--- config.mk ---
export PLATFORM = sky130hd
export DESIGN_NAME = sound_scheduler
export DESIGN_NICKNAME = d
export VERILOG_FILES = /design/src/rtl/sound_scheduler.sv
export SDC_FILE = /design/constraint.sdc
export NUM_CORES = 1
export LEC_CHECK = 0
export ABC_CLOCK_PERIOD_IN_PS = 6150
export CORE_ASPECT_RATIO = 2
export CORE_MARGIN = 2
export CORE_UTILIZATION = 58
export CTS_BUF_LIST = sky130_fd_sc_hd__clkbuf_4 sky130_fd_sc_hd__clkbuf_8
export CTS_CLUSTER_SIZE = 8
export DETAILED_ROUTE_END_ITERATION = 12
export PLACE_DENSITY = 0.95
export SYNTH_ARGS = -nofsm -noshare
export SYNTH_HDL_FRONTEND = slang
export SYNTH_SLANG_ARGS = --single-unit
--- constraint.sdc ---
create_clock -name clk -period 6.15 [get_ports clk]
set_input_delay 1.23 -clock clk [delete_from_list [all_inputs] [get_ports clk]]
set_output_delay 1.23 -clock clk [all_outputs]
set_load 0.005 [all_outputs]
--- src/rtl/sound_scheduler.sv ---
`default_nettype none
//------------------------------------------------------------------------------
// Module   : sound_scheduler
// Purpose  : Fixed-priority request scheduler that programs the ADPCM sound
//            engine from a sample directory and tracks playback to completion.
// Revision : 1.0
//------------------------------------------------------------------------------
module sound_scheduler #(
   parameter  int NUM_REQ = 4,
   localparam int c_IDX_W = (NUM_REQ > 1) ? $clog2(NUM_REQ) : 1
) (
   input  logic                   clk,
   input  logic                   reset,
   input  logic [NUM_REQ-1:0]     req,
   input  logic [8*NUM_REQ-1:0]   req_id,
   input  logic                   stop,
   input  logic [7:0]             volume,
   output logic [NUM_REQ-1:0]     grant,
   output logic                   busy,
   output logic [c_IDX_W-1:0]     cur_req,
   output logic [9:0]             dir_addr,
   input  logic [7:0]             dir_data,
   output logic [3:0]             snd_addr,
   output logic [7:0]             snd_data,
   output logic                   snd_write,
   input  logic [15:0]            snd_rom_addr
);

   typedef enum logic [3:0] {
      S_IDLE = 4'd0,
      S_ARB  = 4'd1,
      S_W0   = 4'd2,
      S_W1   = 4'd3,
      S_W2   = 4'd4,
      S_W3   = 4'd5,
      S_VOL  = 4'd6,
      S_PLAY = 4'd7,
      S_BUSY = 4'd8,
      S_STOP = 4'd9
   } state_t;

   state_t               r_state;
   logic [NUM_REQ-1:0]   r_pend;
   logic [7:0]           r_id [NUM_REQ];
   logic [7:0]           r_cur_id;
   logic [15:0]          r_end;
   logic [7:0]           r_vol;

   logic [NUM_REQ-1:0]   w_pend;
   logic                 w_any;
   logic [c_IDX_W-1:0]   w_win;
   logic [7:0]           w_id_eff [NUM_REQ];
   logic [7:0]           w_win_id;
   logic                 w_done;
   logic                 w_preempt;

   // A request in the current cycle counts as pending so that arbitration
   // happens in the same cycle the pulse is seen.
   always_comb begin
      w_pend = r_pend | req;
      w_any  = |w_pend;
      w_win  = '0;
      for (int i = NUM_REQ - 1; i >= 0; i--) begin
         if (w_pend[i]) w_win = c_IDX_W'(i);
      end
      for (int i = 0; i < NUM_REQ; i++) begin
         w_id_eff[i] = req[i] ? req_id[8*i +: 8] : r_id[i];
      end
      w_win_id  = w_id_eff[w_win];
      w_done    = (snd_rom_addr == (r_end + 16'd1));
      w_preempt = w_any && (w_win < cur_req);
   end

   always_ff @(posedge clk) begin
      if (reset) begin
         r_state   <= S_IDLE;
         r_pend    <= '0;
         r_cur_id  <= '0;
         r_end     <= '0;
         r_vol     <= '0;
         grant     <= '0;
         busy      <= 1'b0;
         cur_req   <= '0;
         dir_addr  <= '0;
         snd_addr  <= '0;
         snd_data  <= '0;
         snd_write <= 1'b0;
         for (int i = 0; i < NUM_REQ; i++) r_id[i] <= '0;
      end else begin
         grant     <= '0;
         snd_write <= 1'b0;
         // The grant visible this cycle clears its bit unless re-requested.
         r_pend    <= (r_pend & ~grant) | req;
         for (int i = 0; i < NUM_REQ; i++) begin
            if (req[i]) r_id[i] <= req_id[8*i +: 8];
         end

         case (r_state)
            S_IDLE: begin
               if (w_any) begin
                  r_state  <= S_ARB;
                  cur_req  <= w_win;
                  r_cur_id <= w_win_id;
                  dir_addr <= {w_win_id, 2'd0};
               end
            end
            S_ARB: begin
               r_state   <= S_W0;
               snd_write <= 1'b1;
               snd_addr  <= 4'd0;
               snd_data  <= dir_data;
               dir_addr  <= {r_cur_id, 2'd1};
            end
            S_W0: begin
               r_state   <= S_W1;
               snd_write <= 1'b1;
               snd_addr  <= 4'd1;
               snd_data  <= dir_data;
               dir_addr  <= {r_cur_id, 2'd2};
            end
            S_W1: begin
               r_state    <= S_W2;
               snd_write  <= 1'b1;
               snd_addr   <= 4'd4;
               snd_data   <= dir_data;
               r_end[7:0] <= dir_data;
               dir_addr   <= {r_cur_id, 2'd3};
            end
            S_W2: begin
               r_state     <= S_W3;
               snd_write   <= 1'b1;
               snd_addr    <= 4'd5;
               snd_data    <= dir_data;
               r_end[15:8] <= dir_data;
            end
            S_W3: begin
               r_state   <= S_VOL;
               snd_write <= 1'b1;
               snd_addr  <= 4'd12;
               snd_data  <= volume;
               r_vol     <= volume;
            end
            S_VOL: begin
               r_state   <= S_PLAY;
               snd_write <= 1'b1;
               snd_addr  <= 4'd8;
               snd_data  <= 8'h00;
               busy      <= 1'b1;
               for (int i = 0; i < NUM_REQ; i++) begin
                  grant[i] <= (cur_req == c_IDX_W'(i));
               end
            end
            S_PLAY: begin
               r_state <= S_BUSY;
            end
            S_BUSY: begin
               if (stop) begin
                  // Rewriting the volume register halts the engine.
                  r_state   <= S_STOP;
                  snd_write <= 1'b1;
                  snd_addr  <= 4'd12;
                  snd_data  <= r_vol;
                  busy      <= 1'b0;
               end else if (w_preempt) begin
                  r_state  <= S_ARB;
                  busy     <= 1'b0;
                  cur_req  <= w_win;
                  r_cur_id <= w_win_id;
                  dir_addr <= {w_win_id, 2'd0};
               end else if (w_done) begin
                  r_state <= S_IDLE;
                  busy    <= 1'b0;
               end
            end
            S_STOP: begin
               r_state <= S_IDLE;
            end
            default: begin
               r_state <= S_IDLE;
            end
         endcase
      end
   end

endmodule
`default_nettype wire

==> results.yml, run 1 <==
status:
  status: "completed"
critical_path:
  r2r_slack_ns: 3.02
  critPathArrivalTime_ns: 4.77
  start_kind: "primary input"
  cp.required_ns: 6.37
  crit_path_max_fanout: 28
  cp-end-kind: "flip-flop"
  criticalPathCategory: "primary input to flip-flop"
finish:
  n_antenna_cell: 0
  nets: 748
  fill_cells: 658
  drive_gt1_frac: 0.0765
  syn2layout_area_growth_pct: 21.2
  seqCellArea_sq_mm: 0.00234
  multi_input_area_sq_mm: 0.00265
sta:
  fin_crit_sh: 0.739
  clock.fmax_mhz: 220
  setup_viol: 0
  slew_headroom: 0.223
  rsz0062_at_grt: "no"
  hold_violations: 0
  period_needed_ns: 4.54
  layout_setup_ws_ns: 1.61
  worst_pin_slew_ns: 1.16
  finalClockSkew_ns: 0.00935
  setup-tns-final_ns: 0
  whs_ns: 0.466
  slew_violations: 0
logic_synthesis:
  netlist_area_sq_mm: 0.00527
  syn_inst: 600
  seq_area_frac_synth: 0.445
  synth_adder_area_share: 0.00475
  synthXorXnorAreaFrac: 0.0349
  synth_seq_cells: 101
  ys.warnings.count: 0
  avgSynthCellArea_sq_um: 8.78
  yosys.cell_types.count: 64
  synth-edff-count: 32
  synth-simple-area-share: 0.212
  yosys_most_used_dff: "dfxtp_1"
  synthMuxAreaShare: 0.0342
  synth_compound_area_frac: 0.216
  async_flop_share: 0
  syn_nets: 673
  synth_top_family_by_area: "compound AO/OA/AOI/OAI gates"
flow_run:
  drv_cap: 0
global_routing:
  grtUsageTotal: 0.274
  grt_pass1_wl_microns: 21400
  antenna_found_initial: 0
  grt_pass1_vias: 4629
  overflow: 0
  grt_start_max_net_pins: 54
clock_network:
  root_buffer: "clkbuf_8"
  postCtsSetupRepairBufs: 0
  cts_tree: "done"
  cts.htree.levels: 3
  clock_sinks: 101
  clock_latency_ns: 0.36
  ctsHoldBuffers: 0
  clk_pin_slew_ns: 0.09
  cts_buffers: 9
  clock_path_buffers: 2
  cts_resized: 0
power:
  ir_drop_mv: 0.244
  swShare: 0.277
  power_density_mw_per_mm2: 227
  p_int_mw: 1.05
  p_comb_frac: 0.204
  p_seq_frac: 0.531
  total_power_mw: 1.45
  leakagePower_nw: 2.32
  power_switching_mw: 0.401
  power_frac_clock: 0.264
route:
  drc: 0
  wl_per_cell_microns: 17.4
  firstDrtPassIters: 7
  initialDrtViolationCount: 420
  viasPerCell: 5.98
  ant_nets: 0
  via_count: 4674
  totalWireLength_microns: 13600
placed_design:
  dp_slack_ns: 1.28
  port_buffers: 99
  place_hpwl_microns: 10400
  gp_congestion: 0.837
die:
  num_rows: 49
  num_io_pins: 101
  die_w_microns: 71.4
  initial_core_util: 0.593
  die-area_sq_mm: 0.00991
  die_y_microns: 139
  core_area_sq_mm: 0.00889
min_path:
  hp-class: "flip-flop to flip-flop"
==> path summary, 6_finish.rpt <==
kind / depth (start not counted) / endpoint / startpoint
max reg2reg: 8 / r_cur_id[0]$_SDFFE_PP0P_ / r_pend[2]$_SDFF_PP0_
max: 9 / r_cur_id[0]$_SDFFE_PP0P_ / req[1]
min: 2 / r_vol[2]$_SDFFE_PP0N_ / r_vol[2]$_SDFFE_PP0N_
min reg2reg: 2 / r_vol[2]$_SDFFE_PP0N_ / r_vol[2]$_SDFFE_PP0N_
==> power by group through the flow <==
stage / Sequential, mW / Combinational (mW) / Clock [mW]
after floorplan: 0.772 / 0.179 / 0
after global placement: 0.782 / 0.284 / 0
after detailed placement: 0.784 / 0.294 / 0
after CTS: 0.769 / 0.296 / 0.389
after global routing: 0.774 / 0.323 / 0.417
final: 0.770 / 0.296 / 0.383
==> critical path, stage by stage <==
cell and delay, ns:
clkdlybuf4s50_1 0.88, nor4_1 0.54, nand2b_1 0.32, inv_2 0.25, ha_1 0.30, a2111oi_4 0.34, o21bai_1 0.56, mux2i_1 0.29
nor2_1 0.06
==> metrics by stage <==
step           utilization  area [sq um]  cells
3_3_place_gp         0.699          6210    766
2_1_floorplan            -          5270    600
4_1_cts              0.718          6390    782
5_1_grt              0.718          6390    782
6_report             0.718          6390    782
3_5_place_dp         0.699          6210    766
==> cells in the final DEF, fill, tap and decap left out, types with 11 or more instances in the layout <==
cell type,instances
o21ai_0,17
nor2_1,81
dfxtp_1,69
xnor2_1,11
nor2b_1,12
mux2i_1,18
edfxtp_1,32
clkdlybuf4s50_1,98
nand2_1,92
a211oi_1,19
a21oi_1,53
inv_1,25
==> sequential cells by signal (all words and copies together) (netlist names) <==
name       cells
busy           1
cur_req        2
dir_addr      10
grant          4
r_cur_id       8
r_end         16
r_id          32
r_pend         4
r_state        4
r_vol          8
snd_addr       3
snd_data       8
snd_write      1
==> kinds of logic after synthesis <==
family,count (synthesis)
flip-flops,101
AO/OA/AOI/OAI,154
multiplexers,18
XOR/XNOR,21
other,1
AND/OR/NAND/NOR,241
buffers and inverters,62
adder cells (fa/ha/maj),2
==> cell usage after synthesis, types with 3 or more instances <==
cell type	number	area [sq um]
o2111a_1	7	78.8
nor2b_1	12	75.1
a21oi_1	53	265
or2_2	6	37.5
o21ai_1	3	15.0
a221oi_2	8	120
a31oi_1	9	56.3
nor3_1	6	30.0
a211oi_1	19	143
nand3_1	3	15.0
xor2_1	10	87.6
mux2i_1	18	180
a2bb2oi_1	8	70.1
inv_1	25	93.8
nand2b_1	10	62.6
nand2_1	92	345
o21ai_0	17	85.1
xnor2_1	11	96.3
nor4_1	3	18.8
buf_4	3	22.5
clkbuf_1	19	71.3
a222oi_1	9	90.1
buf_1	3	11.3
and4_1	3	26.3
nand3_2	3	30.0
and3_1	4	25.0
buf_2	8	40.0
edfxtp_1	32	961
buf_6	3	33.8
nor2_1	81	304
dfxtp_1	69	1380
==> per-layer routing <==
metal,share of wire,track usage,vias up
met5,0,0,-
met4,0.050,0.146,0
met3,0.045,0.0443,39
met2,0.57,0.532,186
met1,0.34,0.260,2178
li1,-,-,2271
==> layout make-up <==
type                       instances  area share
sequential                       101       0.367
clock inverter                     4     0.00353
tap                              102      0.0200
timing repair buffer             100       0.156
multi-input combinational        437       0.415
clock buffer                      12      0.0239
inverter                          26      0.0153
No activity file was read; power rests on OpenSTA's default activity.
==> inputs of run 2 (changes only) <==
==> config.mk (replaced) <==
export PLATFORM = sky130hd
export DESIGN_NAME = sound_scheduler
export DESIGN_NICKNAME = d
export VERILOG_FILES = /design/src/rtl/sound_scheduler.sv
export SDC_FILE = /design/constraint.sdc
export NUM_CORES = 1
export LEC_CHECK = 0
export ABC_CLOCK_PERIOD_IN_PS = 3700
export CORE_ASPECT_RATIO = 2
export CORE_MARGIN = 2
export CORE_UTILIZATION = 49
export CTS_BUF_LIST = sky130_fd_sc_hd__clkbuf_4 sky130_fd_sc_hd__clkbuf_8
export CTS_CLUSTER_SIZE = 8
export DETAILED_ROUTE_END_ITERATION = 12
export PLACE_DENSITY = 0.89
export SYNTH_ARGS = -nofsm -noshare
export SYNTH_HDL_FRONTEND = slang
export SYNTH_SLANG_ARGS = --single-unit
==> constraint.sdc (replaced) <==
create_clock -name clk -period 3.7 [get_ports clk]
set_input_delay 0.74 -clock clk [delete_from_list [all_inputs] [get_ports clk]]
set_output_delay 0.74 -clock clk [all_outputs]
set_load 0.005 [all_outputs]
==> run 2 against run 1 <==
Net effect: non-clock buffer count up 11; clock skew up 0.0073 ns; utilization down 9.2 points; sequential power up 66%; largest cell class unchanged.
==> results.yml, run 2 (synthesized netlist as in run 1, its figures left out) <==
status:
  status: "completed"
route:
  via_count: 4731
  drc: 0
  totalWireLength_microns: 14200
  firstDrtPassIters: 5
  viasPerCell: 5.71
  initialDrtViolationCount: 289
  ant_nets: 0
  wl_per_cell_microns: 17.2
critical_path:
  cp-end-kind: "flip-flop"
  crit_start: "req[2]"
  cp.required_ns: 3.99
  criticalPathCategory: "primary input to flip-flop"
  r2r-start: "r_state[2]$_SDFFE_PP0P_"
  start_kind: "primary input"
  critPathArrivalTime_ns: 3.46
  crit_path_max_fanout: 18
die:
  core_area_sq_mm: 0.0105
  die_y_microns: 151
  die-area_sq_mm: 0.0116
  num_rows: 53
  die_w_microns: 77.3
  num_io_pins: 101
  initial_core_util: 0.503
clock_network:
  cts_tree: "done"
  ctsHoldBuffers: 0
  root_buffer: "clkbuf_8"
  cts.htree.levels: 3
  clock_latency_ns: 0.38
  cts_resized: 0
  cts_buffers: 9
  clock_path_buffers: 2
  clk_pin_slew_ns: 0.10
  clock_sinks: 101
  postCtsSetupRepairBufs: 0
finish:
  largest_reg_flops: 32
  top_register: "r_id"
  drive_gt1_frac: 0.0926
  stdcell_count: 828
  nets: 759
  layout_commonest_cell: "clkdlybuf4s50_1"
  mostFrequentLayoutCells: "clkdlybuf4s50_1 (98), nand2_1 (92), nor2_1 (81)"
  fill_cells: 915
  n_antenna_cell: 0
  reg_top3: "r_id: 32 flops, r_end: 16 flops, dir_addr: 10 flops"
  syn2layout_area_growth_pct: 24.6
sta:
  worst_pin_slew_ns: 1.11
  slew_violations: 0
  finalClockSkew_ns: 0.0167
  period_needed_ns: 3.18
  setup_viol: 0
  hold_violations: 0
  setup-tns-final_ns: 0
  slew_headroom: 0.257
  rsz0062_at_grt: "no"
  clock.fmax_mhz: 315
  fin_crit_sh: 0.858
placed_design:
  gp_congestion: 0.953
  place_hpwl_microns: 11000
  port_buffers: 99
  dp_cells: 812
global_routing:
  grt_pass1_wl_microns: 22500
  grtUsageTotal: 0.246
  antenna_found_initial: 0
  overflow: 0
  grt_start_max_net_pins: 33
  grt_pass1_vias: 4722
power:
  power_density_mw_per_mm2: 394
  ir_drop_mv: 0.274
  leakagePower_nw: 2.40
min_path:
  hp-start: "r_vol[7]$_SDFFE_PP0N_"
  hp-class: "flip-flop to flip-flop"
flow_run:
  drv_cap: 0
[run 2: path summary, 6_finish.rpt]
| check | endpoint | slack (ns) | cells past startpoint |
|---|---|---|---|
| setup / recovery | dir_addr[9]$_SDFFE_PP0P_ | 0.52 | 9 |
| setup reg to reg | snd_data[4]$_SDFFE_PP0P_ | 0.87 | 5 |
| hold reg to reg | r_vol[7]$_SDFFE_PP0N_ | 0.48 | 2 |
| hold / removal | r_vol[7]$_SDFFE_PP0N_ | 0.48 | 2 |
[run 2: routing by layer]
metal  share of wire  wire (microns)  global-route usage  up-vias
li1                -               -                   -     2298
met1            0.35            4960               0.240     2219
met2            0.57            8070               0.485      181
met3           0.046             653              0.0390       33
met4           0.039             561               0.125        0
met5               0               0                   0        -
[run 2: layout make-up]
| class | count | area, sq um | area share |
|---|---|---|---|
| clock buffer | 9 | 124 | 0.0189 |
| clock inverter | 7 | 103 | 0.0156 |
| timing repair buffer | 111 | 1080 | 0.164 |
| sequential | 101 | 2340 | 0.357 |
| inverter | 26 | 97.6 | 0.0149 |
| tap | 137 | 171 | 0.0261 |
| multi-input combinational | 437 | 2650 | 0.404 |
[run 2: through the flow]
stage	utilization	worst slack (ns)	power, mW	hold slack (ns)	area [sq um]
floorplan	-	0.695	1.58	0.436	5270
global placement	0.605	0.350	1.79	0.441	6340
finish	0.626	0.524	2.58	0.476	6560
detailed placement	0.605	0.157	1.81	0.451	6340
CTS	0.626	0.564	2.59	0.466	6560
global route	0.626	0.253	2.68	0.493	6560
[run 2: power breakdown]
part / switching (mW) / leakage, nW / internal (mW)
combinational: 0.259 / 1.37 / 0.252
clock: 0.403 / 0.117 / 0.392
sequential: 0.0553 / 0.908 / 1.22
[run 2: worst max-delay path, cell delays in order]
cell and delay, ns:
clkdlybuf4s50_1 0.43, nor4_1 0.39, nand2b_1 0.21, inv_2 0.11, ha_1 0.35, a2111oi_4 0.09, nor2_2 0.73, a21oi_1 0.13
a221oi_2 0.29
==> inputs of run 3 (changes only) <==
--- a/config.mk
+++ b/config.mk
@@ -6,13 +6,15 @@
 export NUM_CORES = 1
 export LEC_CHECK = 0
 export ABC_CLOCK_PERIOD_IN_PS = 3700
+export CELL_PAD_IN_SITES_DETAIL_PLACEMENT = 0
+export CELL_PAD_IN_SITES_GLOBAL_PLACEMENT = 2
 export CORE_ASPECT_RATIO = 2
 export CORE_MARGIN = 2
-export CORE_UTILIZATION = 49
+export CORE_UTILIZATION = 29
 export CTS_BUF_LIST = sky130_fd_sc_hd__clkbuf_4 sky130_fd_sc_hd__clkbuf_8
 export CTS_CLUSTER_SIZE = 8
 export DETAILED_ROUTE_END_ITERATION = 12
-export PLACE_DENSITY = 0.89
+export PLACE_DENSITY = 0.88
 export SYNTH_ARGS = -nofsm -noshare
 export SYNTH_HDL_FRONTEND = slang
 export SYNTH_SLANG_ARGS = --single-unit
==> run 3 against run 2 <==
Net effect: non-clock buffer count did not move; highest routed layer unchanged; critical path depth unchanged; setup slack better by 0.051 ns; largest power group unchanged.
==> results.yml, run 3 (synthesized netlist as in run 1, its figures left out) <==
sta:
  whs_ns: 0.468
  clock.fmax_mhz: 320
  period_needed_ns: 3.13
  worst_pin_slew_ns: 1.07
  fin_crit_sh: 0.845
  slew_violations: 0
  hold_violations: 0
  rsz0062_at_grt: "no"
  setup-tns-final_ns: 0
  setup_viol: 0
  finalClockSkew_ns: 0.0142
  slew_headroom: 0.287
clock_network:
  clock_latency_ns: 0.37
  clk_pin_slew_ns: 0.11
  cts_tree: "done"
  cts_resized: 0
  postCtsSetupRepairBufs: 0
  root_buffer: "clkbuf_8"
  cts_buffers: 9
  ctsHoldBuffers: 0
  cts.htree.levels: 3
  clock_path_buffers: 2
  clock_sinks: 101
critical_path:
  criticalPathCategory: "primary input to flip-flop"
  cp-end-kind: "flip-flop"
  crit_path_max_fanout: 18
  start_kind: "primary input"
  cp.required_ns: 3.98
  critPathArrivalTime_ns: 3.41
finish:
  syn2layout_area_growth_pct: 25.7
  largest_reg_flops: 32
  stdcell_area_sq_mm: 0.00662
  drive_gt1_frac: 0.0926
  top_register: "r_id"
  mostFrequentLayoutCells: "clkdlybuf4s50_1 (98), nand2_1 (92), nor2_1 (81)"
  n_antenna_cell: 0
  nets: 759
  layout_commonest_cell: "clkdlybuf4s50_1"
  reg_top3: "r_id: 32 flops, r_end: 16 flops, dir_addr: 10 flops"
power:
  p_comb_frac: 0.206
  leakagePower_nw: 2.38
  total_power_mw: 2.49
  swShare: 0.296
  power_density_mw_per_mm2: 376
  p_int_mw: 1.75
  power_frac_clock: 0.280
  power_switching_mw: 0.737
  ir_drop_mv: 0.204
  p_seq_frac: 0.514
die:
  die-area_sq_mm: 0.0193
  initial_core_util: 0.296
  die_y_microns: 195
  die_w_microns: 99.3
  num_rows: 69
  core_area_sq_mm: 0.0178
  num_io_pins: 101
route:
  via_count: 4593
  totalWireLength_microns: 15500
  viasPerCell: 5.08
  firstDrtPassIters: 6
  ant_nets: 0
  wl_per_cell_microns: 17.2
  initialDrtViolationCount: 240
  drc: 0
global_routing:
  antenna_found_initial: 0
  overflow: 0
  grtUsageTotal: 0.162
  grt_pass1_wl_microns: 24600
  grt_pass1_vias: 4783
  grt_start_max_net_pins: 46
status:
  status: "completed"
placed_design:
  dpl-instance-area_sq_mm: 0.00643
  port_buffers: 99
  place_hpwl_microns: 12200
  gp_congestion: 0.817
flow_run:
  drv_cap: 0
min_path:
  hp-class: "flip-flop to flip-flop"
[run 3: cell types whose count changed in the layout (fill, tap and decap cells not counted), sizes merged]
cell,delta
bufinv,-2
clkbuf,+1
clkinv,+1
clkinvlp,+1
inv,-1
[run 3: power by group through the flow]
stage                     sequential [mW]  clock (mW)  combinational [mW]
after floorplan                      1.28           0               0.297
after global placement               1.30           0               0.509
after detailed placement             1.31           0               0.517
after CTS                            1.28       0.721               0.520
after global routing                 1.29       0.760               0.560
final                                1.28       0.697               0.512
[run 3: path summary, 6_finish.rpt]
| check | cells past startpoint | to | from | slack (ns) |
|---|---|---|---|---|
| min | 2 | r_vol[0]$_SDFFE_PP0N_ | r_vol[0]$_SDFFE_PP0N_ | 0.47 |
| max reg2reg | 5 | snd_data[7]$_SDFFE_PP0P_ | r_state[2]$_SDFFE_PP0P_ | 0.86 |
| max | 9 | dir_addr[7]$_SDFFE_PP0P_ | req[2] | 0.57 |
| min reg2reg | 2 | r_vol[0]$_SDFFE_PP0N_ | r_vol[0]$_SDFFE_PP0N_ | 0.47 |
[run 3: routing by layer]
layer | vias to the layer above | part of all wire | global-route usage
li1 | 2296 | - | -
met1 | 2155 | 0.35 | 0.160
met2 | 123 | 0.58 | 0.321
met3 | 19 | 0.040 | 0.0248
met4 | 0 | 0.028 | 0.0644
met5 | - | 0 | 0
[run 3: worst max-delay path: stages]
cell and delay, ns:
clkdlybuf4s50_1 0.42, nor4_1 0.36, nand2b_1 0.20, inv_2 0.11, ha_1 0.35, a2111oi_4 0.09, nor2_2 0.73, a21oi_1 0.12
a221oi_2 0.28
[run 3: cell type report]
type / count / area, sq um
multi-input cells: 437 / 2650
clock buffers: 10 / 138
fillers: 1827 / 11200
repair buffers: 111 / 1080
clock inverters: 6 / 52.6
well taps: 213 / 267
inverters: 26 / 97.6
flip-flops and latches: 101 / 2340
[run 3: metrics by stage]
step / util / instances / setup slack [ns]
3_5_place_dp: 0.362 / 888 / 0.189
3_3_place_gp: 0.362 / 888 / 0.244
4_1_cts: 0.372 / 904 / 0.579
2_1_floorplan: - / 600 / 0.695
6_report: 0.372 / 904 / 0.575
5_1_grt: 0.372 / 904 / 0.367
